## config.mk

```make
export PLATFORM = sky130hd
export DESIGN_NAME = serial_adder
export DESIGN_NICKNAME = d
export VERILOG_FILES = /design/src/rtl/serial_adder_pkg.sv /design/src/rtl/full_adder_bit.sv /design/src/rtl/serial_adder.sv
export SDC_FILE = /design/constraint.sdc
export NUM_CORES = 1
export LEC_CHECK = 0
export CAP_MARGIN = 20
export CORE_MARGIN = 2
export CORE_UTILIZATION = 35
export CTS_CLUSTER_DIAMETER = 100
export DETAILED_ROUTE_END_ITERATION = 6
export SYNTH_ARGS = -nofsm -noshare
export SYNTH_HDL_FRONTEND = slang
export SYNTH_SLANG_ARGS = --single-unit
```

## constraint.sdc

```tcl
create_clock -name clk -period 2.86 [get_ports clk]
set_clock_uncertainty 0.2 [all_clocks]
set_input_delay 0.286 -clock clk [delete_from_list [all_inputs] [get_ports clk]]
set_output_delay 0.286 -clock clk [all_outputs]
set_load 0.01 [all_outputs]
```

## src/rtl/serial_adder_pkg.sv

```systemverilog
// Shared types and constants for the bit-serial adder.
package serial_adder_pkg;

  localparam int unsigned SERIAL_ADDER_W = 8;

  typedef enum logic [1:0] {
    StIdle  = 2'd0,
    StShift = 2'd1,
    StFin   = 2'd2
  } state_e;

endpackage

```

## src/rtl/full_adder_bit.sv

```systemverilog
// Combinational 1-bit full-adder cell.
module full_adder_bit (
  input  logic a,
  input  logic b,
  input  logic ci,
  output logic s,
  output logic co
);

  assign s  = a ^ b ^ ci;
  assign co = (a & b) | (ci & (a ^ b));

endmodule

```

## src/rtl/serial_adder.sv

```systemverilog
// Bit-serial WIDTH-bit adder, LSB first, one full-adder cell, start/done handshake.
// Define SERIAL_ADDER_OVF_EN to add the signed-overflow output ovf.
module serial_adder
  import serial_adder_pkg::*;
#(
  parameter int unsigned WIDTH = SERIAL_ADDER_W
) (
  input  logic             clk,
  input  logic             rst,
  input  logic             start,
  input  logic [WIDTH-1:0] a,
  input  logic [WIDTH-1:0] b,
  input  logic             cin,
  output logic             busy,
  output logic             done,
  output logic [WIDTH-1:0] sum,
  output logic             cout
`ifdef SERIAL_ADDER_OVF_EN
  ,
  output logic             ovf
`endif
);

  localparam int unsigned     CntW    = $clog2(WIDTH + 1);
  localparam logic [CntW-1:0] LastCnt = CntW'(WIDTH - 1);

  state_e           state_q, state_d;
  logic [WIDTH-1:0] a_sh_q, a_sh_d;
  logic [WIDTH-1:0] b_sh_q, b_sh_d;
  logic [WIDTH-1:0] psum_q, psum_d;
  logic [WIDTH-1:0] sum_q, sum_d;
  logic             carry_q, carry_d;
  logic             cout_q, cout_d;
  logic [CntW-1:0]  cnt_q, cnt_d;
`ifdef SERIAL_ADDER_OVF_EN
  logic             ovf_q, ovf_d;
`endif

  logic fa_s, fa_co;
  logic load;

  full_adder_bit u_fa (
    .a  (a_sh_q[0]),
    .b  (b_sh_q[0]),
    .ci (carry_q),
    .s  (fa_s),
    .co (fa_co)
  );

  always_comb begin
    state_d = state_q;
    a_sh_d  = a_sh_q;
    b_sh_d  = b_sh_q;
    psum_d  = psum_q;
    sum_d   = sum_q;
    carry_d = carry_q;
    cout_d  = cout_q;
    cnt_d   = cnt_q;
`ifdef SERIAL_ADDER_OVF_EN
    ovf_d   = ovf_q;
`endif
    load    = 1'b0;

    unique case (state_q)
      StIdle: load = start;
      StShift: begin
        a_sh_d            = a_sh_q >> 1;
        b_sh_d            = b_sh_q >> 1;
        psum_d            = psum_q >> 1;
        psum_d[WIDTH-1]   = fa_s;
        carry_d           = fa_co;
        cnt_d             = cnt_q + 1'b1;
        if (cnt_q == LastCnt) begin
          state_d = StFin;
          sum_d   = psum_d;
          cout_d  = fa_co;
`ifdef SERIAL_ADDER_OVF_EN
          // carry_q is the carry into the MSB on the last shift cycle
          ovf_d   = carry_q ^ fa_co;
`endif
        end
      end
      StFin: begin
        if (start) begin
          load = 1'b1;
        end else begin
          state_d = StIdle;
        end
      end
      default: state_d = StIdle;
    endcase

    if (load) begin
      state_d = StShift;
      a_sh_d  = a;
      b_sh_d  = b;
      carry_d = cin;
      psum_d  = '0;
      cnt_d   = '0;
    end
  end

  always_ff @(posedge clk) begin
    if (rst) begin
      state_q <= StIdle;
      a_sh_q  <= '0;
      b_sh_q  <= '0;
      psum_q  <= '0;
      sum_q   <= '0;
      carry_q <= 1'b0;
      cout_q  <= 1'b0;
      cnt_q   <= '0;
`ifdef SERIAL_ADDER_OVF_EN
      ovf_q   <= 1'b0;
`endif
    end else begin
      state_q <= state_d;
      a_sh_q  <= a_sh_d;
      b_sh_q  <= b_sh_d;
      psum_q  <= psum_d;
      sum_q   <= sum_d;
      carry_q <= carry_d;
      cout_q  <= cout_d;
      cnt_q   <= cnt_d;
`ifdef SERIAL_ADDER_OVF_EN
      ovf_q   <= ovf_d;
`endif
    end
  end

  assign busy = (state_q == StShift);
  assign done = (state_q == StFin);
  assign sum  = sum_q;
  assign cout = cout_q;
`ifdef SERIAL_ADDER_OVF_EN
  assign ovf  = ovf_q;
`endif

endmodule

```

# Word-level counts from Yosys, hierarchy flattened
# Index checks and enable logic that the tools add are counted.
# Widths: inputs -> output; s select.
# totals
regBits	40
wordCells	42
# op_classes
add_sub_neg	1
mux	12
eq_ne	8
reduce_logical	6
bitwise_logic	6
# op_table
op	n
$mux 8	4
$pmux 2 s3	1
$reduce_and 3->1	2
$add 4x1->4 const B	1
$eq 4x3->1 const B	1
$mux 1	4
$mux 2	2
$ne 2x2->1 const B	2
$ne 3x1->1 const B	1
$ne 3x2->1 const B	1
$and 1x1->1	2
$eq 2x1->1 const B	1
$eq 2x2->1 const B	1
$logic_not 2->1	1
$ne 2x1->1 const B	1
$pmux 1 s2	1
$reduce_and 2->1	1
$reduce_bool 2->1	1
$reduce_or 2->1	1
$xor 1x1->1	2
$not 1->1	1
$or 1x1->1	1

# Longest topological paths before layout
# Gate-level depths: netlist of run 1.
# depth
ltp_word	5
depth_mapped	5
ltp_nobuf	4

# Cells and area by module
# From an unflattened synthesis of run 1, not the netlist that was laid out.
# hier_totals
hier_cells	177
area_unflattened_um2	1599.0
# modules_own_cells
module	cells_per_inst	instances	area_per_inst_um2
serial_adder	176	1	1579.0
full_adder_bit	1	1	20.0

# Worst setup path before layout of run 1
# Ideal clock, no wire load.
# synth_timing
path_kind	register to register
from	register cnt_q[0]
to	register cout_q (netlist: cout)
setup_slack_ns	1.477
n_path_buf	0
path_stages_with_launch	5
required_time_ns	2.588
period_less_slack_ns	1.383
arrival_ns	1.112
setup_time_ns	0.072
path_cell_list	dfxtp_1 -> ha_1 -> nand3b_1 -> nor2_8 -> mux2i_1
# synth_via
elab_chain_len	2
# synth_lines
item	line_no	text
start: declaration	serial_adder.sv:34	logic [CntW-1:0] cnt_q, cnt_d;
start signal: assignment	serial_adder.sv:124	cnt_q <= cnt_d;
$eq 4x3->1	serial_adder.sv:73	if (cnt_q == LastCnt) begin
$reduce_and 2->1 (no source line)	-	
end signal: assignment	serial_adder.sv:123	cout_q <= cout_d;
end: declaration	serial_adder.sv:33	logic cout_q, cout_d;
# Every way passes these cells.
# A chain may end at the register's enable or synchronous reset.

# Worst setup path in the final report of run 1
# layout_timing
from	register state_q[1]
to	output port busy
# layout_via
elab_chain_len	1
# layout_lines
item	line_no	text
start: declaration	serial_adder.sv:27	state_e state_q, state_d;
start signal: assignment	serial_adder.sv:105	state_q <= StIdle;
start signal: assignment	serial_adder.sv:117	state_q <= state_d;
$eq 2x1->1	serial_adder.sv:131	assign busy = (state_q == StShift);
end: declaration	serial_adder.sv:14	output logic busy,
# Every way passes these cells.

==> summary.txt, run 1 <==
RSZ-0062 raised after global routing - no
Cell Chain, Critical Path - nand2b_2 > inv_2 > clkdlybuf4s50_1
Net Sw Frac - 24.00%
Max Buffers Root-to-Sink - 2
Iter 0 DRT Violations - 41
Pint - 836.8 µW
post-route insts no fill - 259
Clock power frac - 37.1%
Worst-Skew Late Latency - 0.29 ns
part of the power in registers - 52.2%
antenna violations before repair - 0
Synth cell types - 25
Post-synth EDFFs - 0
switching power - 264.2 µW
CP max-delay cell - clkdlybuf4s50_1
Worst-path clk slew - 0.08 ns
post-layout min period - 1.868 ns
Synth Flop Type - dfxtp_1
Cell Count Post-Placement - 251
Period Utilization, post-route - 65.32%
post-route ant nets - 0
DR vias/cell - 4.988
startpoint types - flop
top-area cell type share of the netlist area - 48.71%
setup TNS - 0 ns
worst slack, placed - 1.124 ns
WP data required - 2.37 ns
Crit path largest cell delay - 0.53 ns
starting density of the core - 36.56%
top cells by area, synth - dfxtp_1, a21oi_1, nand2_1
Syn Area/Cell - 9.055 µm²
logic gate share of total power - 10.7%
status - finished clean
die footprint - 5137 µm²
Routed WL - 3.034 mm
area leader, netlist - dfxtp_1
CTS Root Cell - clkbuf_8
CTS tree - done
vias in the first global route - 1148
maxcap violations - 0
post-synthesis register bit count - 39
setup slack after layout - 0.9919 ns
post-synth net total - 199
drt pass-1 iters - 4
# DRC - 0
pwr dens - 550.4 nW/µm²
routability cong. - 0.7593
routed vias - 1292
num ports - 31
CP bufs+invs - 2
Layout area overhead - 24.82%
leakage - 0.6924 nW
CP top delay family - buffers and inverters
sequential area share after synthesis - 48.71%
post-CTS sizing - 0
DP HPWL - 2.003 mm
Num CTS Buffers - 5
Nets - 228
Sink Count - 39
first-pass GRT wire length - 5.175 mm
Setup Buffers After CTS - 0
Setup Crit Path Kind - reg2out
Post-synth ARST share - 0%
routed length per instance - 11.71 µm
Site Rows - 24
Power Total - 1.101 mW
area of the core - 4384 µm²
largest net degree at the start of global routing - 30
worst min-delay path class - reg2reg
Hold Vio Cnt, Final - 0
cells after synthesis - 177
diodes inserted - 0
GRT Total Usage - 12.96%
H-tree levels - 2
GRT overflow - 0
worst-path fanout max - 3
CP Capture Type - output port
mapped cell area - 1603 µm²
CTS Hold Buffers Added - 0
Placed Instance Area - 1901 µm²
Finish-stage setup viols - 0
max_slew headroom - 78.14%
crit path DAT - 1.38 ns
slew of the pin with the lowest slew margin - 0.3278 ns
post-route cell area - 2001 µm²
Max Clk Rate - 0.5353 GHz
Pins Over Slew Limit - 0
yosys warns - 0
PortBufs - 30
share of post-route cells with drive strength above 1 - 8.213%
Worst VDD drop - 0.2539 mV
Die X-Extent - 71.67 µm
die height - 71.67 µm
Fillers - 434
[cell usage after synthesis, types with 3 or more instances]
cell,count
a21oi_1,27
a22oi_1,15
buf_2,3
buf_4,4
buf_6,5
dfxtp_1,39
mux2i_1,9
nand2_1,36
nand3_1,18
nor2_1,3
[metal layers]
metal  global-route usage (%)  routed length (µm)
met1                    15.71                1453
met4                    5.660                  51
met2                    20.06                1330
met3                    5.485                 199
met5                        0                   0
[worst reg2reg max path, cell delays in order (launching register included)]
cell      delay (ns)
dfxtp_1         0.38
ha_1            0.19
nand3b_1        0.22
nor2_8          0.27
mux2i_1         0.21
[cell families after synthesis]
logic type / count (synthesis) / share of synthesized area [%]
simple gates: 67 / 19.75
compound gates: 43 / 15.77
flops: 39 / 48.71
buf+inv: 15 / 7.025
mux: 9 / 5.621
xor+xnor: 2 / 1.093
fa+ha+maj: 2 / 2.030
[cell type report]
cell class	instances	area (µm²)	share of cell area, %
Clock buffer	8	100.1	5.003
Tap cell	52	65.06	3.252
Timing Repair Buffer	35	337.8	16.89
Inverter	2	7.507	0.3752
Multi-Input combinational cell	123	709.4	35.46
Sequential cell	39	780.7	39.02
[placed cells by master, fill, tap and decap left out, drive strengths merged]
| master | count |
|---|---|
| fa | 1 |
| inv | 2 |
| mux2i | 9 |
| nand3b | 2 |
| o21ai | 1 |
| xor2 | 1 |
| ha | 1 |
| nand3 | 18 |
| a22oi | 15 |
| nand2 | 37 |
| buf | 5 |
| clkdlybuf4s50 | 30 |
| or3 | 1 |
| nor2 | 4 |
| a21oi | 27 |
| nand2b | 2 |
| xnor2 | 1 |
| clkbuf | 8 |
| nor2b | 2 |
| dfxtp | 39 |
| nor3 | 1 |
[flip-flops by register name (all words and copies together) (netlist names)]
name / count
cout: 1
psum_q: 7
a_sh_q: 8
sum: 8
cnt_q: 4
carry_q: 1
b_sh_q: 8
state_q: 2
[power groups by stage]
stage	clock, mW	sequential (mW)	combinational [mW]
3_5_place_dp	0	0.587	0.120
6_report	0.409	0.574	0.118
3_3_place_gp	0	0.587	0.120
5_1_grt	0.439	0.577	0.132
2_1_floorplan	0	0.584	0.0860
4_1_cts	0.418	0.574	0.120
[worst paths after layout]
check | startpoint | endpoint | slack (ns) | cells past startpoint
setup reg to reg | cnt_q[0] | cout | 1.32 | 4
hold / removal | sum[0] | sum[0] | 0.26 | 2
hold reg to reg | sum[0] | sum[0] | 0.26 | 2
setup / recovery | state_q[1] | busy | 0.99 | 3
[stage by stage]
step / util (%) / hold slack [ns]
detailed placement: 43.35 / 0.2454
global placement: 43.35 / 0.2445
floorplan: - / 0.2220
CTS: 45.63 / 0.2616
global route: 45.63 / 0.2847
finish: 45.63 / 0.2570
Note: power is estimated with default switching activity, not from simulation.
==> inputs of run 2 (changes only) <==
Clock period 2.86 ns to 1.69 ns, I/O delays scaled along.
==> run 2 against run 1 <==
Sequential power rose by 70%. Clock power increased by 67%. Power rose by 70%. Sequential share of layout area down 0.66 points. Via count is 0.70% higher. Non-clock buffer count is 3 higher. Combinational power is 81% higher.
==> summary.txt, run 2 (synthesis results as in run 1) <==
status - finished clean
post-route ant nets - 0 (unchanged)
leakage - 0.7337 nW (+6.0%)
share of post-route cells with drive strength above 1 - 10.00% (+1.8 points)
Layout area overhead - 27.17%
starting density of the core - 36.56% (unchanged)
Max Buffers Root-to-Sink - 2 (unchanged)
commonest non-fill, non-tap cells in the layout - dfxtp_1, nand2_1, clkdlybuf4s50_1, a21oi_1, nand3_1
worst min-delay path class - in2reg
first-pass GRT wire length - 5.485 mm (+6.0%)
# DRC - 0 (unchanged)
Max Clk Rate - 0.6549 GHz
area occupied by multi-input gates - 709.4 µm² (unchanged)
register area - 782.0 µm² (+0.16%)
CP max-delay cell - clkdlybuf4s50_1
vias in the first global route - 1198 (+4.4%)
pwr dens - 916.5 nW/µm² (+67%)
CTS Root Cell - clkbuf_8
CTS Hold Buffers Added - 0 (unchanged)
area of the core - 4384 µm² (unchanged)
CTS tree - done
GRT Total Usage - 13.60% (+0.64 points)
Iter 0 DRT Violations - 71 (+73%)
Finish-stage setup viols - 0 (unchanged)
slew of the pin with the lowest slew margin - 0.2854 ns (-0.04238 ns)
antenna violations before repair - 0 (unchanged)
RSZ-0062 raised after global routing - no
Final Util - 46.49% (+0.86 points)
Nets - 231 (+1.3%)
CP Capture Type - output port
CP top delay family - buffers and inverters
Period Utilization, post-route - 90.35%
CP bufs+invs - 1 (-1)
routed vias - 1301 (+0.70%)
Sink Count - 39 (unchanged)
Cell Chain, Critical Path - clkdlybuf4s50_1
die height - 71.67 µm (unchanged)
Worst-path clk slew - 0.07 ns (about the same)
setup TNS - 0 ns (unchanged)
DR vias/cell - 4.966 (-0.46%)
routed length per instance - 12.01 µm (+2.5%)
Site Rows - 24 (unchanged)
max_slew headroom - 80.91% (+2.8 points)
maxcap violations - 0 (unchanged)
Pins Over Slew Limit - 0 (unchanged)
die footprint - 5137 µm² (unchanged)
largest net degree at the start of global routing - 26 (-13%)
Worst-Skew Late Latency - 0.29 ns (about the same)
commonest non-fill, non-tap cell in the layout - dfxtp_1
num ports - 31 (unchanged)
Num CTS Buffers - 5 (unchanged)
Fillers - 431 (-0.69%)
drt pass-1 iters - 4 (unchanged)
H-tree levels - 2 (unchanged)
PortBufs - 30 (unchanged)
routability cong. - 0.7157 (-5.7%)
worst-path fanout max - 2 (-1)
Setup Crit Path Kind - reg2out
startpoint types - flop
GRT overflow - 0 (unchanged)
post-layout min period - 1.527 ns
Routed WL - 3.146 mm (+3.7%)
crit path DAT - 1.16 ns (-0.22 ns)
DP HPWL - 2.042 mm (+2.0%)
Die X-Extent - 71.67 µm (unchanged)
Hold Vio Cnt, Final - 0 (unchanged)
Worst VDD drop - 0.4005 mV (+58%)
Crit path largest cell delay - 0.54 ns (about the same)
WP data required - 1.32 ns (-1.05 ns)
diodes inserted - 0 (unchanged)
## run 2: changes by cell type in the layout (fill, tap and decap cells not counted)
cell             previous run  this run
dfxtp_1                    39        38
buf_12                      0         1
dfxtp_2                     0         1
dlygate4sd2_1               0         1
buf_4                       5         7
dlymetal6s2s_1              0         1
clkdlybuf4s50_1            30        28
## run 2: stage by stage
step	hold WS (ns)	cells	power (mW)	setup slack [ns]	instance area (µm²)
after floorplan	0.1050	177	1.134	0.3068	1603
after global placement	0.2437	254	1.211	0.1795	1936
after detailed placement	0.2457	254	1.212	0.1818	1936
after CTS	0.2169	262	1.893	0.0009291	2036
after global routing	0.2473	262	1.960	0.06127	2038
final	0.2238	262	1.868	0.1631	2038
## run 2: power breakdown
| part | internal, mW | switching [mW] | total (mW) |
|---|---|---|---|
| Clock | 0.372 | 0.308 | 0.681 |
| Sequential | 0.953 | 0.0207 | 0.973 |
| Combinational | 0.101 | 0.113 | 0.214 |
| Total | 1.43 | 0.442 | 1.87 |
## run 2: per-layer routing
layer / up-vias / track usage (%) / wire (µm)
met5: - / 0 / 0
met4: 0 / 6.289 / 60
met3: 8 / 4.641 / 137
met2: 31 / 20.16 / 1422
met1: 588 / 17.82 / 1525
li1: 674 / - / -
## run 2: path summary, 6_finish.rpt
| check | to | slack (ns) | start | cells after the start |
|---|---|---|---|---|
| worst max register to register | sum[5] | 0.17 | cnt_q[0] | 4 |
| worst min register to register | sum[1] | 0.25 | sum[1] | 2 |
| worst max-delay path | sum[7] | 0.16 | sum[7] | 1 |
| worst min-delay path | a_sh_q[7] | 0.22 | a[7] | 3 |
## run 2: cell type report
type                       count  share of cell area (%)
timing repair buffer          38                   18.35
multi-input combinational    123                   34.81
sequential                    39                   38.37
clock buffer                   8                   4.911
tap                           52                   3.192
inverter                       2                  0.3683
## run 2: worst min-delay path: stages
cell and delay [ns]:
clkdlybuf4s50_1 0.40, nand2_1 0.05, a21oi_1 0.05
## run 2: repair_timing
| item | CTS | global route |
|---|---|---|
| setup buffers | 0 | 0 |
| resized for setup | 2 | 1 |
| setup endpoints to repair | 2 | 1 |
| pin swaps | 0 | 0 |
